`src/rtl/usb_rx_packet_ctrl.sv`:
```
// USB full-speed receive packet controller: validates SYNC/PID, classifies token/data/handshake
// packets and gates payload bytes into the RX FIFO under length and capacity limits.
module usb_rx_packet_ctrl #(
    parameter int         BUF_DEPTH      = 64,
    parameter int         OCC_W          = 7,
    parameter int         MAX_DATA       = 64,
    parameter logic [7:0] SYNC_BYTE      = 8'h80,
    parameter bit         CHECK_PID_COMP = 1'b1,
    localparam int        CNT_W          = $clog2(MAX_DATA + 1)
) (
    input  logic             clk,
    input  logic             rst,
    input  logic             d_edge,
    input  logic             eop,
    input  logic             byte_received,
    input  logic [7:0]       rcv_data,
    input  logic [OCC_W-1:0] buffer_occupancy,
    output logic             rx_transfer_active,
    output logic             rx_data_ready,
    output logic [3:0]       rx_packet,
    output logic [7:0]       rx_packet_data,
    output logic             store_rx_packet_data,
    output logic             flush,
    output logic             rx_error,
    output logic [2:0]       rx_err_code,
    output logic             rx_packet_done,
    output logic [CNT_W-1:0] rx_byte_count
);

    localparam logic [2:0] ST_IDLE     = 3'd0;
    localparam logic [2:0] ST_SYNC     = 3'd1;
    localparam logic [2:0] ST_PID      = 3'd2;
    localparam logic [2:0] ST_TOKEN    = 3'd3;
    localparam logic [2:0] ST_DATA     = 3'd4;
    localparam logic [2:0] ST_WAIT_EOP = 3'd5;
    localparam logic [2:0] ST_ERR      = 3'd6;
    localparam logic [2:0] ST_DONE     = 3'd7;

    localparam logic [2:0] ERR_SYNC = 3'd1;
    localparam logic [2:0] ERR_EOP  = 3'd2;
    localparam logic [2:0] ERR_PID  = 3'd3;
    localparam logic [2:0] ERR_LEN  = 3'd4;
    localparam logic [2:0] ERR_OVF  = 3'd5;

    localparam logic [OCC_W-1:0] FULL_LEVEL = OCC_W'(BUF_DEPTH);
    localparam logic [CNT_W-1:0] CNT_MAX    = CNT_W'(MAX_DATA);
    localparam logic [CNT_W-1:0] CNT_MIN    = CNT_W'(2);

    logic [2:0]       state, state_d;
    logic [1:0]       tok_cnt, tok_cnt_d;
    logic             err_eop, err_eop_d;
    logic             active_d, ready_d, store_d, flush_d, error_d, done_d;
    logic [3:0]       packet_d;
    logic [7:0]       data_d;
    logic [2:0]       code_d, err_kind;
    logic [CNT_W-1:0] count_d, count_after;
    logic             err_hit, err_on_eop, take_byte;
    logic             pid_ok, fifo_full, at_max;

    assign pid_ok    = !CHECK_PID_COMP || (rcv_data[7:4] == ~rcv_data[3:0]);
    assign fifo_full = buffer_occupancy >= FULL_LEVEL;
    assign at_max    = rx_byte_count == CNT_MAX;

    always_comb begin
        // NOTE: every signal gets a default here so no path through the case leaves one unassigned (no latches).
        state_d     = state;
        tok_cnt_d   = tok_cnt;
        err_eop_d   = err_eop;
        packet_d    = rx_packet;
        data_d      = rx_packet_data;
        count_d     = rx_byte_count;
        error_d     = rx_error;
        code_d      = rx_err_code;
        ready_d     = 1'b0;
        store_d     = 1'b0;
        flush_d     = 1'b0;
        err_hit     = 1'b0;
        err_kind    = 3'd0;
        err_on_eop  = 1'b0;
        take_byte   = 1'b0;
        count_after = rx_byte_count;

        case (state)
            ST_IDLE: begin
                if (d_edge) begin
                    state_d   = ST_SYNC;
                    error_d   = 1'b0;
                    code_d    = 3'd0;
                    count_d   = '0;
                    tok_cnt_d = 2'd0;
                    err_eop_d = 1'b0;
                end
            end
            ST_SYNC: begin
                if (byte_received) begin
                    if (rcv_data == SYNC_BYTE) state_d = ST_PID;
                    else begin
                        err_hit  = 1'b1;
                        err_kind = ERR_SYNC;
                    end
                end else if (eop) begin
                    err_hit    = 1'b1;
                    err_kind   = ERR_EOP;
                    err_on_eop = 1'b1;
                end
            end
            ST_PID: begin
                if (byte_received) begin
                    if (!pid_ok) begin
                        err_hit  = 1'b1;
                        err_kind = ERR_PID;
                    end else begin
                        case (rcv_data[3:0])
                            4'b0001, 4'b1001, 4'b1101: state_d = ST_TOKEN;
                            4'b0011, 4'b1011: begin
                                state_d = ST_DATA;
                                flush_d = 1'b1;
                            end
                            4'b0010, 4'b1010, 4'b1110: state_d = ST_WAIT_EOP;
                            default: begin
                                err_hit  = 1'b1;
                                err_kind = ERR_PID;
                            end
                        endcase
                        if (!err_hit) begin
                            packet_d = rcv_data[3:0];
                            ready_d  = 1'b1;
                        end
                    end
                end else if (eop) begin
                    err_hit    = 1'b1;
                    err_kind   = ERR_EOP;
                    err_on_eop = 1'b1;
                end
            end
            ST_TOKEN: begin
                if (byte_received) begin
                    data_d    = rcv_data;
                    ready_d   = 1'b1;
                    tok_cnt_d = tok_cnt + 2'd1;
                    if (tok_cnt == 2'd1) state_d = eop ? ST_DONE : ST_WAIT_EOP;
                    else if (eop) begin
                        err_hit    = 1'b1;
                        err_kind   = ERR_EOP;
                        err_on_eop = 1'b1;
                    end
                end else if (eop) begin
                    err_hit    = 1'b1;
                    err_kind   = ERR_EOP;
                    err_on_eop = 1'b1;
                end
            end
            ST_DATA: begin
                // A byte arriving with eop is handled first; the length check then sees the new count.
                take_byte   = byte_received && !fifo_full && !at_max;
                count_after = take_byte ? rx_byte_count + CNT_W'(1) : rx_byte_count;
                if (byte_received && !take_byte) begin
                    err_hit    = 1'b1;
                    err_kind   = ERR_OVF;
                    err_on_eop = eop;
                end else begin
                    if (take_byte) begin
                        data_d  = rcv_data;
                        store_d = 1'b1;
                        ready_d = 1'b1;
                        count_d = count_after;
                    end
                    if (eop) begin
                        if (count_after < CNT_MIN) begin
                            err_hit    = 1'b1;
                            err_kind   = ERR_LEN;
                            err_on_eop = 1'b1;
                        end else state_d = ST_DONE;
                    end
                end
            end
            ST_WAIT_EOP: begin
                if (eop) state_d = ST_DONE;
                else if (byte_received) begin
                    err_hit  = 1'b1;
                    err_kind = ERR_LEN;
                end
            end
            ST_ERR: begin
                if (eop || err_eop) state_d = ST_DONE;
            end
            ST_DONE: state_d = ST_IDLE;
            default: state_d = ST_IDLE;
        endcase

        // The first error of a packet owns the code; the FIFO is flushed on every error entry.
        if (err_hit) begin
            state_d   = ST_ERR;
            flush_d   = 1'b1;
            err_eop_d = err_on_eop;
            if (!rx_error) begin
                error_d = 1'b1;
                code_d  = err_kind;
            end
        end

        active_d = (state_d != ST_IDLE) && (state_d != ST_DONE);
        done_d   = state_d == ST_DONE;
    end

    // NOTE: sequential state uses non-blocking assignments so every flop samples pre-edge values.
    always_ff @(posedge clk or posedge rst) begin
        if (rst) begin
            state                <= ST_IDLE;
            tok_cnt              <= 2'd0;
            err_eop              <= 1'b0;
            rx_transfer_active   <= 1'b0;
            rx_data_ready        <= 1'b0;
            rx_packet            <= 4'd0;
            rx_packet_data       <= 8'd0;
            store_rx_packet_data <= 1'b0;
            flush                <= 1'b0;
            rx_error             <= 1'b0;
            rx_err_code          <= 3'd0;
            rx_packet_done       <= 1'b0;
            rx_byte_count        <= '0;
        end else begin
            state                <= state_d;
            tok_cnt              <= tok_cnt_d;
            err_eop              <= err_eop_d;
            rx_transfer_active   <= active_d;
            rx_data_ready        <= ready_d;
            rx_packet            <= packet_d;
            rx_packet_data       <= data_d;
            store_rx_packet_data <= store_d;
            flush                <= flush_d;
            rx_error             <= error_d;
            rx_err_code          <= code_d;
            rx_packet_done       <= done_d;
            rx_byte_count        <= count_d;
        end
    end

endmodule

```
`config.mk`:
```
export PLATFORM = sky130hd
export DESIGN_NAME = usb_rx_packet_ctrl
export DESIGN_NICKNAME = d
export VERILOG_FILES = /design/src/rtl/usb_rx_packet_ctrl.sv
export SDC_FILE = /design/constraint.sdc
export NUM_CORES = 1
export LEC_CHECK = 0
export ABC_CLOCK_PERIOD_IN_PS = 2050
export CORE_MARGIN = 5
export CORE_UTILIZATION = 45
export CTS_CLUSTER_SIZE = 24
export DETAILED_ROUTE_END_ITERATION = 10
export GPL_ROUTABILITY_DRIVEN = 1
export HOLD_SLACK_MARGIN = 0.02
export MAX_ROUTING_LAYER = met4
export PLACE_DENSITY = 0.77
export SLEW_MARGIN = 5
export SYNTH_ARGS = -nofsm -noshare
export SYNTH_HDL_FRONTEND = slang
export SYNTH_SLANG_ARGS = --single-unit
export TNS_END_PERCENT = 20
```
`constraint.sdc`:
```
create_clock -name clk -period 2.05 [get_ports clk]
set_clock_uncertainty 0.1 [all_clocks]
set_input_delay 0.205 -clock clk [delete_from_list [all_inputs] [get_ports clk]]
set_output_delay 0.205 -clock clk [all_outputs]
set_load 0.01 [all_outputs]
```
---- After elaboration in Yosys (flattened, before gate mapping) ----
Cells that the tools add are included.
word-level totals
  input bits .............................. 20
  bits in registers ....................... 34
cells by class
  add/sub/neg operators ................... 2
  bitwise operators ....................... 2
  equality and inequality tests ........... 25
  mux-type cells .......................... 85
  reductions and logical operators ........ 25
  magnitude comparators ................... 2
operators by type and width
  cell                                                                  number
  3-bit 2-to-1 mux                                                      26
  1-bit 2-to-1 mux                                                      37
  7-bit 2-to-1 mux                                                      4
  8-bit 2-to-1 mux                                                      3
  3-bit case mux with 8 select lines                                    1
  4-bit == test, second input constant                                  5
  8-bit case mux with 2 select lines                                    1
  3-bit == test, second input constant                                  5
  3-bit case mux with 5 select lines                                    1
  7-bit case mux with 2 select lines                                    1
  2-bit 2-to-1 mux                                                      6
  4-bit AND reduction                                                   3
  2-bit nonzero test                                                    5
  3-bit case mux with 3 select lines                                    1
  4-bit by 2-bit == test with 1-bit output, second input constant       2
  8-bit == test, second input constant                                  1
  2-bit inequality test, second input constant                          4
  8-bit OR reduction                                                    1
  7-bit by 1-bit adder with 7-bit output, second input constant         1
  7-bit == test, second input constant                                  1
  7-bit >= comparator, second input constant                            1
  7-bit by 2-bit < comparator with 1-bit output, second input constant  1
  3-bit by 2-bit == test with 1-bit output, second input constant       2
  1-bit case mux with 3 select lines                                    2
  other kinds (19)                                                      26

---- Longest topological paths before layout ----
Gate-level depths: netlist of the first run.
  depth after elaboration ................. 13
  gate-level depth with buffers ........... 8
  depth with buffers taken out ............ 8

---- Worst setup path before layout of the first run ----
OpenSTA, ideal clock, no wires.
  kind .................................... register to register
  from .................................... register rx_byte_count[0]
  to ...................................... register err_eop
  path slack .............................. -0.142 ns
  setup time .............................. 0.120 ns
  clock period less this slack ............ 2.192 ns
  arrival time ............................ 1.972 ns
  data required time ...................... 1.830 ns
  cell stages (with the launch flop) ...... 8
  path through ............................ dfrtp_1 > ha_1 > nand3_1 > or4_1 > o311ai_2 > a31oi_4 > and2_4 > a31o_1
on the way
  word-level cells in the longest chain between the ends .. 11
  elaborated cells between the ends (all ways) .. 18
  those cells by class .................... add/sub (1); order compare (1); eq/ne (1); mux (8); reduce/logical (7)
RTL lines
  item                                                                             line  source
  start: declaration                                                               27    output logic [CNT_W-1:0] rx_byte_count
  start signal: assignment                                                         235   rx_byte_count <= count_d;
  branches (longest 11 deep; another with 7-bit by 1-bit adder with 7-bit output)  --
  end signal: assignment                                                           225   err_eop <= err_eop_d;
  end: declaration                                                                 51    logic err_eop, err_eop_d;
Parallel ways; which one is timed is not known.
A chain may end at the register's enable or synchronous reset.

---- Worst setup path in the final report of the first run ----
  from .................................... register rx_byte_count[1]
  to ...................................... register err_eop
The elaborated chain is that of the path after synthesis.

==> results of run 1 <==
worst register-to-register path, stage by stage (launching register included):
cell	delay, ps
dfrtp_2	440
buf_6	130
ha_4	150
nand3_2	80
or4b_4	470
o311ai_4	100
a31oi_4	160
and2_4	190
a31o_1	170
cell type report:
class | instances | area [um2] | share of cell area
Multi-Input combinational cell | 153 | 1170 | 0.384
Sequential cell | 34 | 856 | 0.281
Timing Repair Buffer | 92 | 811 | 0.266
Clock buffer | 5 | 68.8 | 0.0226
Tap cell | 52 | 65.1 | 0.0214
Clock inverter | 3 | 40.0 | 0.0132
Inverter | 9 | 33.8 | 0.0111
sequential cells by signal (all words and copies together), names as in the netlist, 2 cells and up:
signal	cells
rx_err_code	3
rx_byte_count	7
rx_packet_data	8
tok_cnt	2
rx_packet	4
state	3
stage by stage:
step           hold slack, ps  std cells  instance area (um2)
4_1_cts                   211        347                 2990
6_report                  198        348                 3040
3_5_place_dp              386        334                 2800
3_3_place_gp              366        334                 2800
5_1_grt                   209        348                 3040
2_1_floorplan             246        204                 2030
cell usage in the layout, fill, tap and decap left out, types with 4 or more instances in the layout:
master / synthesis / layout
nand2b_1: 9 / 9
nor2_1: 11 / 11
mux2_2: 13 / 12
nand4_1: 4 / 4
buf_4: 3 / 49
dfrtp_2: 0 / 4
nand2_1: 26 / 25
inv_1: 9 / 7
o21ai_0: 17 / 13
clkbuf_8: 0 / 5
xor2_1: 4 / 4
dfrtp_1: 34 / 30
o21ai_1: 1 / 4
nand3_1: 7 / 6
dlymetal6s2s_1: 0 / 4
clkdlybuf4s50_1: 0 / 37
final timing paths:
path                                     end  depth (start not counted)
max in group asynchronous   rx_byte_count[4]                          3
hold / removal             rx_packet_data[1]                          3
setup reg to reg                     err_eop                          8
hold reg to reg                   tok_cnt[1]                          2
min in group clk                rx_packet[0]                          2
setup / recovery                     err_eop                          8
report_power, final:
part / internal (W) / switching, W / total (W)
sequential: 0.000909 / 0.000188 / 0.00110
clock: 0.000358 / 0.000249 / 0.000607
combinational: 0.000989 / 0.000787 / 0.00178
cell families after synthesis:
kind of cell    count (synthesis)
buf+inv                        17
flops                          34
simple gates                   78
fa+ha+maj                       3
xor+xnor                        5
mux                            14
compound gates                 53
timing repair:
| item | CTS | global route |
|---|---|---|
| setup buffers | 5 | 1 |
| pin swaps | 6 | 6 |
| endpoints found under the hold margin | 0 | 0 |
| endpoints found under the setup margin | 25 | 27 |
| resized for setup | 10 | 17 |
layer usage:
layer / track usage / part of all wire / vias up
met2: 0.319 / 0.49 / 45
met1: 0.247 / 0.45 / 887
met3: 0.0402 / 0.042 / 9
met4: 0.0717 / 0.019 / 0
li1: - / - / 926
met5: - / 0 / -
==> impl_metrics.csv, run 1 <==
group,metric,value,unit
run_status,outcome,"finished, violations left",
run_status,violations,"setup timing",
critical_path,crit_chain,"buf_6, ha_4, nand3_2, or4b_4, o311ai_4, a31oi_4, and2_4, a31o_1",
global_route,grt_max_degree,35,
critical_path,path_class,"flip-flop to flip-flop",
synthesis,netlist_instances,204,
timing,period_needed,2110,ps
route,drt-wirelength-per-cell,14.9,um
floorplan,start_util,0.458,
worst_hold_path,hold_class,"input pin to async pin",
synthesis,synthArstFlopShare,1.00,
timing,tns,-129,ps
cts,htree_levels,2,
cts,cts_made_buffers,5,
synthesis,synth_warnings,0,
synthesis,synth_area_leaders,"dfrtp_1, mux2_2, nand2_1",
global_route,grtUsageTotal,0.198,
timing,finalMaxSlewViolations,0,
synthesis,ys_seq_area_frac,0.429,
cts,cts_buffer_depth,2,
timing,relSlewSlack,0.655,
finish,num-fill-cells,339,
synthesis,synthMuxAreaShare,0.0789,
floorplan,rows,24,
floorplan,dieHeight,76.4,um
cts,insertion_delay,290,ps
cts,clockRootBuffer,"clkbuf_8",
timing,finalCritPeriodShare,1.03,
synthesis,synth_top_cell_by_area,"dfrtp_1",
critical_path,r2r_start,"rx_byte_count[1]",
timing,setup_violations,4,
synthesis,synth_top_area_frac,0.429,
synthesis,ys_ff_latch,34,
cts,path_clk_slew,70,ps
finish,area_growth,53.6,%
global_route,antenna_found_initial,0,
synthesis,synth-simple-area-share,0.218,
critical_path,crit_slowest_cell,"or4b_4",
route,drtAntennaViolNets,0,
timing,fmax,474,MHz
placement,gp_congestion,0.899,
critical_path,max_stage_delay,470,ps
placement,place_ws,-342,ps
placement,dp_hpwl,3.91,mm
critical_path,crit_path_max_fanout,6,
route,drtIter0Drc,93,
synthesis,synth_compound_area_frac,0.194,
route,avgViaCountPerCell,5.36,
floorplan,dieArea,5830,um2
critical_path,critical-path-top-delay-family,"simple AND/OR/NAND/NOR gates",
finish,utilization,0.704,
synthesis,yosysMostFrequentCell,"dfrtp_1",
cts,cts_tree,"done",
pwr,total_power,0.00348,W
synthesis,ys_types,56,
job,timing.max_cap.violations,0,
critical_path,start_kind,"flip-flop",
route,drt-total-wl,5.19,mm
global_route,grt_pass1_wl,9.14,mm
timing,finalHoldViolations,0,
floorplan,dieWidth,76.4,um
synthesis,synth_top_family_by_area,"simple AND/OR/NAND/NOR gates",
synthesis,ys.flop_type,"dfrtp_1",
global_route,grt_pass1_vias,1910,
synthesis,syn_nets,227,
finish,final_net_count,318,
timing,rsz0062_at_grt,"yes",
route,drc,0,
synthesis,synth_edf_count,0,
pwr,p_per_area,1140,nW/um2
floorplan,core,4320,um2
route,vias,1867,
synthesis,synth_xor_area_frac,0.0221,
pwr,peakVddDrop,0.808,mV
synthesis,yosys.area_share.adder,0.0189,
timing,fin_ws,-60.8,ps
floorplan,ios,48,
route,firstDrtPassIters,4,
global_route,overflow,0,
synthesis,syn_avg_cell_area,9.72,um2
critical_path,cp.arrival,2190,ps
timing,worstMarginPinSlew,517,ps
cts,clock_sinks,34,
placement,io_buffers,41,
cts,ctsHoldBuffers,0,
pwr,p_leak,1.36,nW
finish,antennaDiodeCount,0,
critical_path,crit_required,2130,ps
synthesis,syn_area,1980,um2
critical_path,startpoint,"rx_byte_count[1]",
critical_path,rrSetupSlack,-60,ps
critical_path,cp_num_buf_inv,1,
critical_path,critPathCaptureType,"flip-flop",
finish,layout-drive-gt1-share,0.348,
synthesis,synth_commonest_cells,"dfrtp_1, nand2_1, o21ai_0",
Note: power is estimated with default switching activity, not from simulation.
==> run 2: changes to the inputs <==
Settings changed: CAP_MARGIN from default to 20, CELL_PAD_IN_SITES_DETAIL_PLACEMENT from default to 1, CELL_PAD_IN_SITES_GLOBAL_PLACEMENT from default to 2, CORE_UTILIZATION 45 to 27, PLACE_DENSITY 0.77 to default, PLACE_DENSITY_LB_ADDON from default to 0.1.
==> run 2 against run 1 <==
Against the previous run:
- the flow still finishes with violations (setup timing)
- sequential power about the same
- count of clock-buffer cells in the layout increased by 1
- clock power decreased by 13%
- critical path type unchanged
==> impl_metrics.csv, run 2 (synthesis results as in run 1) <==
group,metric,value,unit
run_status,outcome,"finished, violations left",
run_status,violations,"setup timing",
route,drtIter0Drc,58,
cts,htree_levels,2,
critical_path,cp.arrival,2170,ps
global_route,grt_max_degree,35,
floorplan,ios,48,
cts,insertion_delay,290,ps
global_route,overflow,0,
route,vias,1910,
floorplan,rows,31,
worst_hold_path,hold_end,"rx_packet_data[4]",
timing,fmax,478,MHz
timing,period_needed,2090,ps
pwr,pwr-share-clk,0.152,
route,wl_met2,3.24,mm
critical_path,path_class,"flip-flop to flip-flop",
cts,cts_buffer_depth,2,
finish,area_growth,58.5,%
timing,worstMarginPinSlew,576,ps
pwr,p_per_area,1110,nW/um2
critical_path,crit_path_max_fanout,6,
pwr,total_power,0.00348,W
route,drc,0,
placement,placed_cells,388,
floorplan,dieWidth,95.7,um
critical_path,r2r_start,"rx_byte_count[0]",
floorplan,start_util,0.275,
route,drtAntennaViolNets,0,
timing,finalHoldViolations,0,
route,firstDrtPassIters,4,
route,dr_wl_met3,168,um
route,wl_met1,2.75,mm
placement,dp_hpwl,4.75,mm
pwr,peakVddDrop,0.516,mV
finish,final_cell_mix,"buf_4, clkdlybuf4s50_1, dfrtp_1, nand2_1, o21ai_0",
timing,setup_violations,5,
route,avgViaCountPerCell,4.78,
pwr,p_seq_frac,0.309,
finish,largest_reg_flops,8,
finish,final_cells,400,
pwr,p_comb_frac,0.539,
finish,seqCellArea,855,um2
pwr,sw_frac_of_total,0.364,
critical_path,crit_required,2130,ps
timing,rsz0062_at_grt,"yes",
finish,num-fill-cells,823,
timing,finalCritPeriodShare,1.02,
pwr,power.internal,0.00221,W
critical_path,rrSetupSlack,-40,ps
finish,final_net_count,323,
timing,finalMaxSlewViolations,0,
floorplan,dieHeight,95.7,um
timing,fin_ws,-41.8,ps
cts,ctsHoldBuffers,0,
cts,clockRootBuffer,"clkbuf_8",
cts,cts_made_buffers,5,
global_route,grt_pass1_vias,2068,
critical_path,r2r_end,"err_eop",
finish,multi_input_area,1180,um2
critical_path,critPathCaptureType,"flip-flop",
pwr,p_leak,1.40,nW
cts,path_clk_slew,70,ps
floorplan,core,7210,um2
critical_path,start_kind,"flip-flop",
worst_hold_path,hold_class,"input pin to flip-flop",
placement,gp_congestion,0.748,
finish,final_common_cell,"buf_4",
finish,layout-drive-gt1-share,0.355,
worst_hold_path,min-delay-start,"rcv_data[4]",
global_route,grtUsageTotal,0.152,
finish,antennaDiodeCount,0,
placement,io_buffers,41,
finish,regMostFlops,"rx_packet_data",
global_route,grt_pass1_wl,10.2,mm
route,drt-total-wl,6.21,mm
cts,cts_tree,"done",
cts,clock_sinks,34,
finish,reg_top3,"rx_packet_data: 8 flops, rx_byte_count: 7 flops, rx_packet: 4 flops",
floorplan,dieArea,9150,um2
timing,relSlewSlack,0.616,
route,drt-wirelength-per-cell,15.5,um
critical_path,reg2regPathDepth,8,
worst_hold_path,min_path_cells,2,
pwr,switchingPower,0.00127,W
global_route,antenna_found_initial,0,
route,highest_layer,"met4",
job,timing.max_cap.violations,0,
==> run 2: cell types whose count changed in the layout (fill, tap and decap cells not counted), moves of 2 or more <==
cell	previous run	this run
o21ai_0	13	15
buf_4	49	54
o21ai_1	4	2
clkdlybuf4s50_1	37	35
==> run 2: worst max-delay path, cell delays in order (launching register included) <==
cell      delay [ps]
dfrtp_2          440
buf_12           140
ha_4             160
nand3_4           60
or4b_4           470
o311ai_4         110
a31oi_4          150
and2_4           190
a31o_1           170
==> run 2: how the worst max path moves through the flow <==
stage / start / end / slack (ps)
2_1_floorplan: rx_byte_count[1] / err_eop / 3
3_3_place_gp: rcv_data[3] / state[0] / -370
3_5_place_dp: byte_received / err_eop / -370
4_1_cts: rx_byte_count[0] / state[0] / -60
5_1_grt: rx_byte_count[0] / err_eop / -100
6_report: rx_byte_count[0] / err_eop / -40
==> run 2: area by class of cell <==
type,count,area share
multi-input cells,153,0.374
repair buffers,97,0.273
flip-flops and latches,34,0.272
well taps,99,0.0394
clock buffers,6,0.0263
inverters,9,0.0108
clock inverters,2,0.00398
==> run 2: metal layers <==
layer,global-route usage,vias up
met2,0.265,33
met4,0.0320,0
met5,-,-
met3,0.0276,5
li1,-,931
met1,0.182,941
==> run 2: repair_timing <==
| action | in CTS | in global routing |
|---|---|---|
| pin swaps | 7 | 5 |
| resized for setup | 14 | 11 |
| setup buffers | 3 | 1 |
| endpoints found under the setup margin | 17 | 30 |
==> run 2: power groups by stage <==
stage               logic [W]  registers, W  clock network (W)
finish                0.00187       0.00108           0.000528
global route          0.00205       0.00111           0.000578
CTS                   0.00188       0.00108           0.000557
detailed placement    0.00178       0.00108                  0
global placement      0.00178       0.00108                  0
floorplan            0.000822       0.00115                  0
==> run 2: metrics by stage <==
| stage | setup TNS [ps] | area [um2] | utilization | worst slack, ps | hold WS [ps] |
|---|---|---|---|---|---|
| after floorplan | 0 | 2030 | - | 2.68 | 246 |
| after global placement | -5460 | 2920 | 0.405 | -374 | 364 |
| after detailed placement | -5830 | 2920 | 0.405 | -366 | 393 |
| after CTS | -329 | 3110 | 0.431 | -61.1 | 236 |
| after global routing | -681 | 3140 | 0.435 | -102 | 177 |
| final | -79.8 | 3140 | 0.435 | -41.8 | 168 |
==> edit 1, RTL diff (settings of run 1) <==
Register the output `rx_error` once more, cleared by the reset; this adds one clock of latency there. The other outputs are not delayed to match.
--- a/src/rtl/usb_rx_packet_ctrl.sv
+++ b/src/rtl/usb_rx_packet_ctrl.sv
@@ -47,4 +47,6 @@
     localparam logic [CNT_W-1:0] CNT_MIN    = CNT_W'(2);
 
+    logic rx_error_s0;
+
     logic [2:0]       state, state_d;
     logic [1:0]       tok_cnt, tok_cnt_d;
@@ -70,5 +72,5 @@
         data_d      = rx_packet_data;
         count_d     = rx_byte_count;
-        error_d     = rx_error;
+        error_d     = rx_error_s0;
         code_d      = rx_err_code;
         ready_d     = 1'b0;
@@ -194,5 +196,5 @@
             flush_d   = 1'b1;
             err_eop_d = err_on_eop;
-            if (!rx_error) begin
+            if (!rx_error_s0) begin
                 error_d = 1'b1;
                 code_d  = err_kind;
@@ -216,5 +218,5 @@
             store_rx_packet_data <= 1'b0;
             flush                <= 1'b0;
-            rx_error             <= 1'b0;
+            rx_error_s0          <= 1'b0;
             rx_err_code          <= 3'd0;
             rx_packet_done       <= 1'b0;
@@ -230,5 +232,5 @@
             store_rx_packet_data <= store_d;
             flush                <= flush_d;
-            rx_error             <= error_d;
+            rx_error_s0          <= error_d;
             rx_err_code          <= code_d;
             rx_packet_done       <= done_d;
@@ -237,4 +239,12 @@
     end
 
+    always_ff @(posedge clk or posedge rst) begin
+        if (rst) begin
+            rx_error <= '0;
+        end else begin
+            rx_error <= rx_error_s0;
+        end
+    end
+
 endmodule
 
Function: changed (Yosys sat finds a counterexample within 4 cycles, from zero or initial values and one cycle with rst high).
==> edit 1 against run 1 <==
  * The flow still finishes with violations (negative setup slack)
  * Critical path type unchanged
  * Power is 0.61% lower
  * Cell area rose by 1.8%
  * Combinational power rose by 2%
  * Area after synthesis fell by 0.95%
  * Routed wire length grew 22%
  * Sequential cell count is 1 higher
  * Critical endpoint unchanged
  * Setup slack worse by 0.070 ns
==> edit 1: results (changes against run 1) <==
via/cell ratio 5.82 (+8.5%); Synth Area in Compound Gates 17.3% (-2.1 points); routability cong. 0.922 (+2.5%); TritonRoute pass-1 iters 5 (+1); first-pass GRT wire length 9.76 mm (+6.8%); mux contribution to synthesized area 6.25% (-1.6 points); #MultiIn Comb 151 (-1.3%); CP Data Arrival Time 2.26 ns (+0.07 ns); Worst R2R Path Depth 6 (-2); Logic pwr share 52.6% (+1.6 points); setup TNS -0.551 ns (-0.422 ns); ClkCell Share 2.99% (-0.59 points); worst slew pin tran 0.540 ns (+0.0224 ns); final setup violation count 9 (+5); switching power share of the total 37.5% (+2.3 points); clock share of power 15.2% (-2.2 points); crit-path leading delay family compound AO/OA/AOI/OAI gates; nets 323 (+1.6%); cell area after placement 2810 sq um (+0.27%); Final Util 72.1% (+1.7 points); Netlist Area Pre-Place 1960 sq um (-0.95%); share of cells above drive strength 1 34.2% (-0.58 points); Max IR drop VDD 0.619 mV (-23%); LEAKAGE 1.36 nW (-0.24%); largest net degree at the start of global routing 36 (+2.9%); Tot GR Track Use 20.7% (+0.90 points); reg2reg start rx_byte_count[2]; Non-clock buffer share 28.0% (+1.4 points); Non-clock buffers 98 (+6.5%); post-placement cell count 336 (+0.60%); CP Max Fanout 5 (-1); wire length per cell 17.9 um (+20%); Overall Power 0.00346 W (-0.61%); failing checks negative setup slack; crit path max-delay cell type dfrtp_2; worst slack at placement -0.434 ns (-0.0922 ns); post-route worst setup slack -0.131 ns (-0.0704 ns); status finished, violations left; vias in the first global route 2,006 (+5.0%); final non-filler cell total 353 (+1.4%); Fill cells 296 (-13%); Synthesized Nets 225 (-0.88%); Yosys cell types 57 (+1.8%); # clock sinks 35 (+2.9%); max incr delay on CP 0.45 ns (-0.02 ns); Post-Syn Instances 202 (-0.98%); critical path class reg2reg
[edit 1: cell count changes in the layout (fill, tap and decap cells not counted), moves of 5 or more]
cell / before / now
o21ai_0: 13 / 8
buf_4: 49 / 54
nand2_1: 25 / 19
mux2_2: 12 / 7
[edit 1: worst register-to-register path, delay by kind of cell, from the launching register on]
family	cells	cell delay, ns
AO/OA/AOI/OAI	4	1.03
AND/OR/NAND/NOR	2	0.49
flip-flops	1	0.45
[edit 1: layer usage]
layer	vias up	global-route usage, %	share of wire [%]
met4	0	7.17	3.3
met2	101	32.5	49
met5	-	-	0
met3	34	4.73	6.8
met1	987	26.4	41
li1	933	-	-
[edit 1: what timing repair did]
action                                  4_1_cts  5_1_grt
resized for setup                             9       17
pin swaps                                     8        7
buffers inserted                              4        5
endpoints found under the setup margin       12       16
cloned                                        0        0
==> edit 2, RTL diff (settings of run 1) <==
Made on the original files. The parameter `CHECK_PID_COMP` goes from 1'b1 to 1'b0.
--- a/src/rtl/usb_rx_packet_ctrl.sv
+++ b/src/rtl/usb_rx_packet_ctrl.sv
@@ -6,5 +6,5 @@
     parameter int         MAX_DATA       = 64,
     parameter logic [7:0] SYNC_BYTE      = 8'h80,
-    parameter bit         CHECK_PID_COMP = 1'b1,
+    parameter bit         CHECK_PID_COMP = 1'b0,
     localparam int        CNT_W          = $clog2(MAX_DATA + 1)
 ) (
Behaviour: not the same (a bounded check fails within 4 cycles, from zero or initial values and one cycle with rst high).
==> edit 2 against run 1 <==
  * Clock power grew 26%
  * Register-to-register slack lost 0.17 ns
  * Setup slack lost 0.21 ns
  * Worst hold slack lost 0.0021 ns
  * Routed wire length grew 6.8%
  * Power grew 8.7%
  * The flow still finishes with violations (negative setup slack)
  * Sequential cell count is the same
  * Count of clock-buffer cells in the layout is the same
  * Non-clock buffer count shrank 4
  * Area after synthesis shrank 2.4%
  * Critical endpoint unchanged
  * Cell area shrank 1.4%
  * Combinational power grew 6%
==> edit 2: results (changes against run 1) <==
LEAKAGE 1.32 nW (-3.2%); Commonest cells post-synth 34 x dfrtp_1, 18 x nand2_1, 16 x o21ai_0; Seq/Total Area, Yosys 44.0% (+1.1 points); met2 usage 30.9% (-1.1 points); metal3 WL 252 um (+15%); Worst R2R Path Depth 5 (-3); DRT met1 WL 2.54 mm (+9.5%); post-CTS resize count 7 (-3); Non-clock buffer share 26.2% (-0.45 points); DR vias 1,860 (-0.37%); Max IR drop VDD 0.759 mV (-6.0%); postcts setup bufs 0 (-5); ClkCell Share 4.59% (+1.0 points); Synth Area in Compound Gates 17.7% (-1.8 points); status finished, violations left; wire length per cell 16.5 um (+11%); failing checks negative setup slack; routability cong. 0.884 (-1.6%); post-placement cell count 325 (-2.7%); final setup violation count 10 (+6); first-pass GRT wire length 8.60 mm (-6.0%); Synth Area in XOR/XNOR 0.453% (-1.8 points); M3 GR Usage 5.01% (+0.99 points); Fill cells 299 (-12%); post-route worst setup slack -0.268 ns (-0.207 ns); max incr delay on CP 0.69 ns (+0.22 ns); #MultiIn Comb 144 (-5.9%); cell area after placement 2750 sq um (-1.7%); Worst Hold Margin 0.196 ns (-0.00208 ns); Overall Power 0.00378 W (+8.7%)
-- edit 2: cell types whose count changed after synthesis, sizes merged, moves of 4 or more --
| cell | change |
|---|---|
| a21oi | +4 |
| and4b | +4 |
| nand2 | -8 |
| nand2b | -5 |
| nand3 | +6 |
| nor3 | +4 |
-- edit 2: worst register-to-register path, cell delays in order (launching register included) --
cell and delay (ns):
dfrtp_1 0.50, a2111oi_1 0.70, o31ai_4 0.16, or3b_4 0.31
a31oi_4 0.06, a221o_1 0.35
-- edit 2: how the worst max path moves through the flow --
stage / from / end / slack, ns / depth (start not counted)
after floorplan: rx_byte_count[0] / rx_err_code[0] / -0.08 / 8
after global placement: rcv_data[1] / rx_err_code[0] / -0.38 / 7
after detailed placement: rcv_data[1] / state[0] / -0.43 / 7
after CTS: rx_byte_count[0] / err_eop / -0.17 / 8
after global routing: byte_received / err_eop / -0.33 / 7
final: byte_received / err_eop / -0.27 / 7
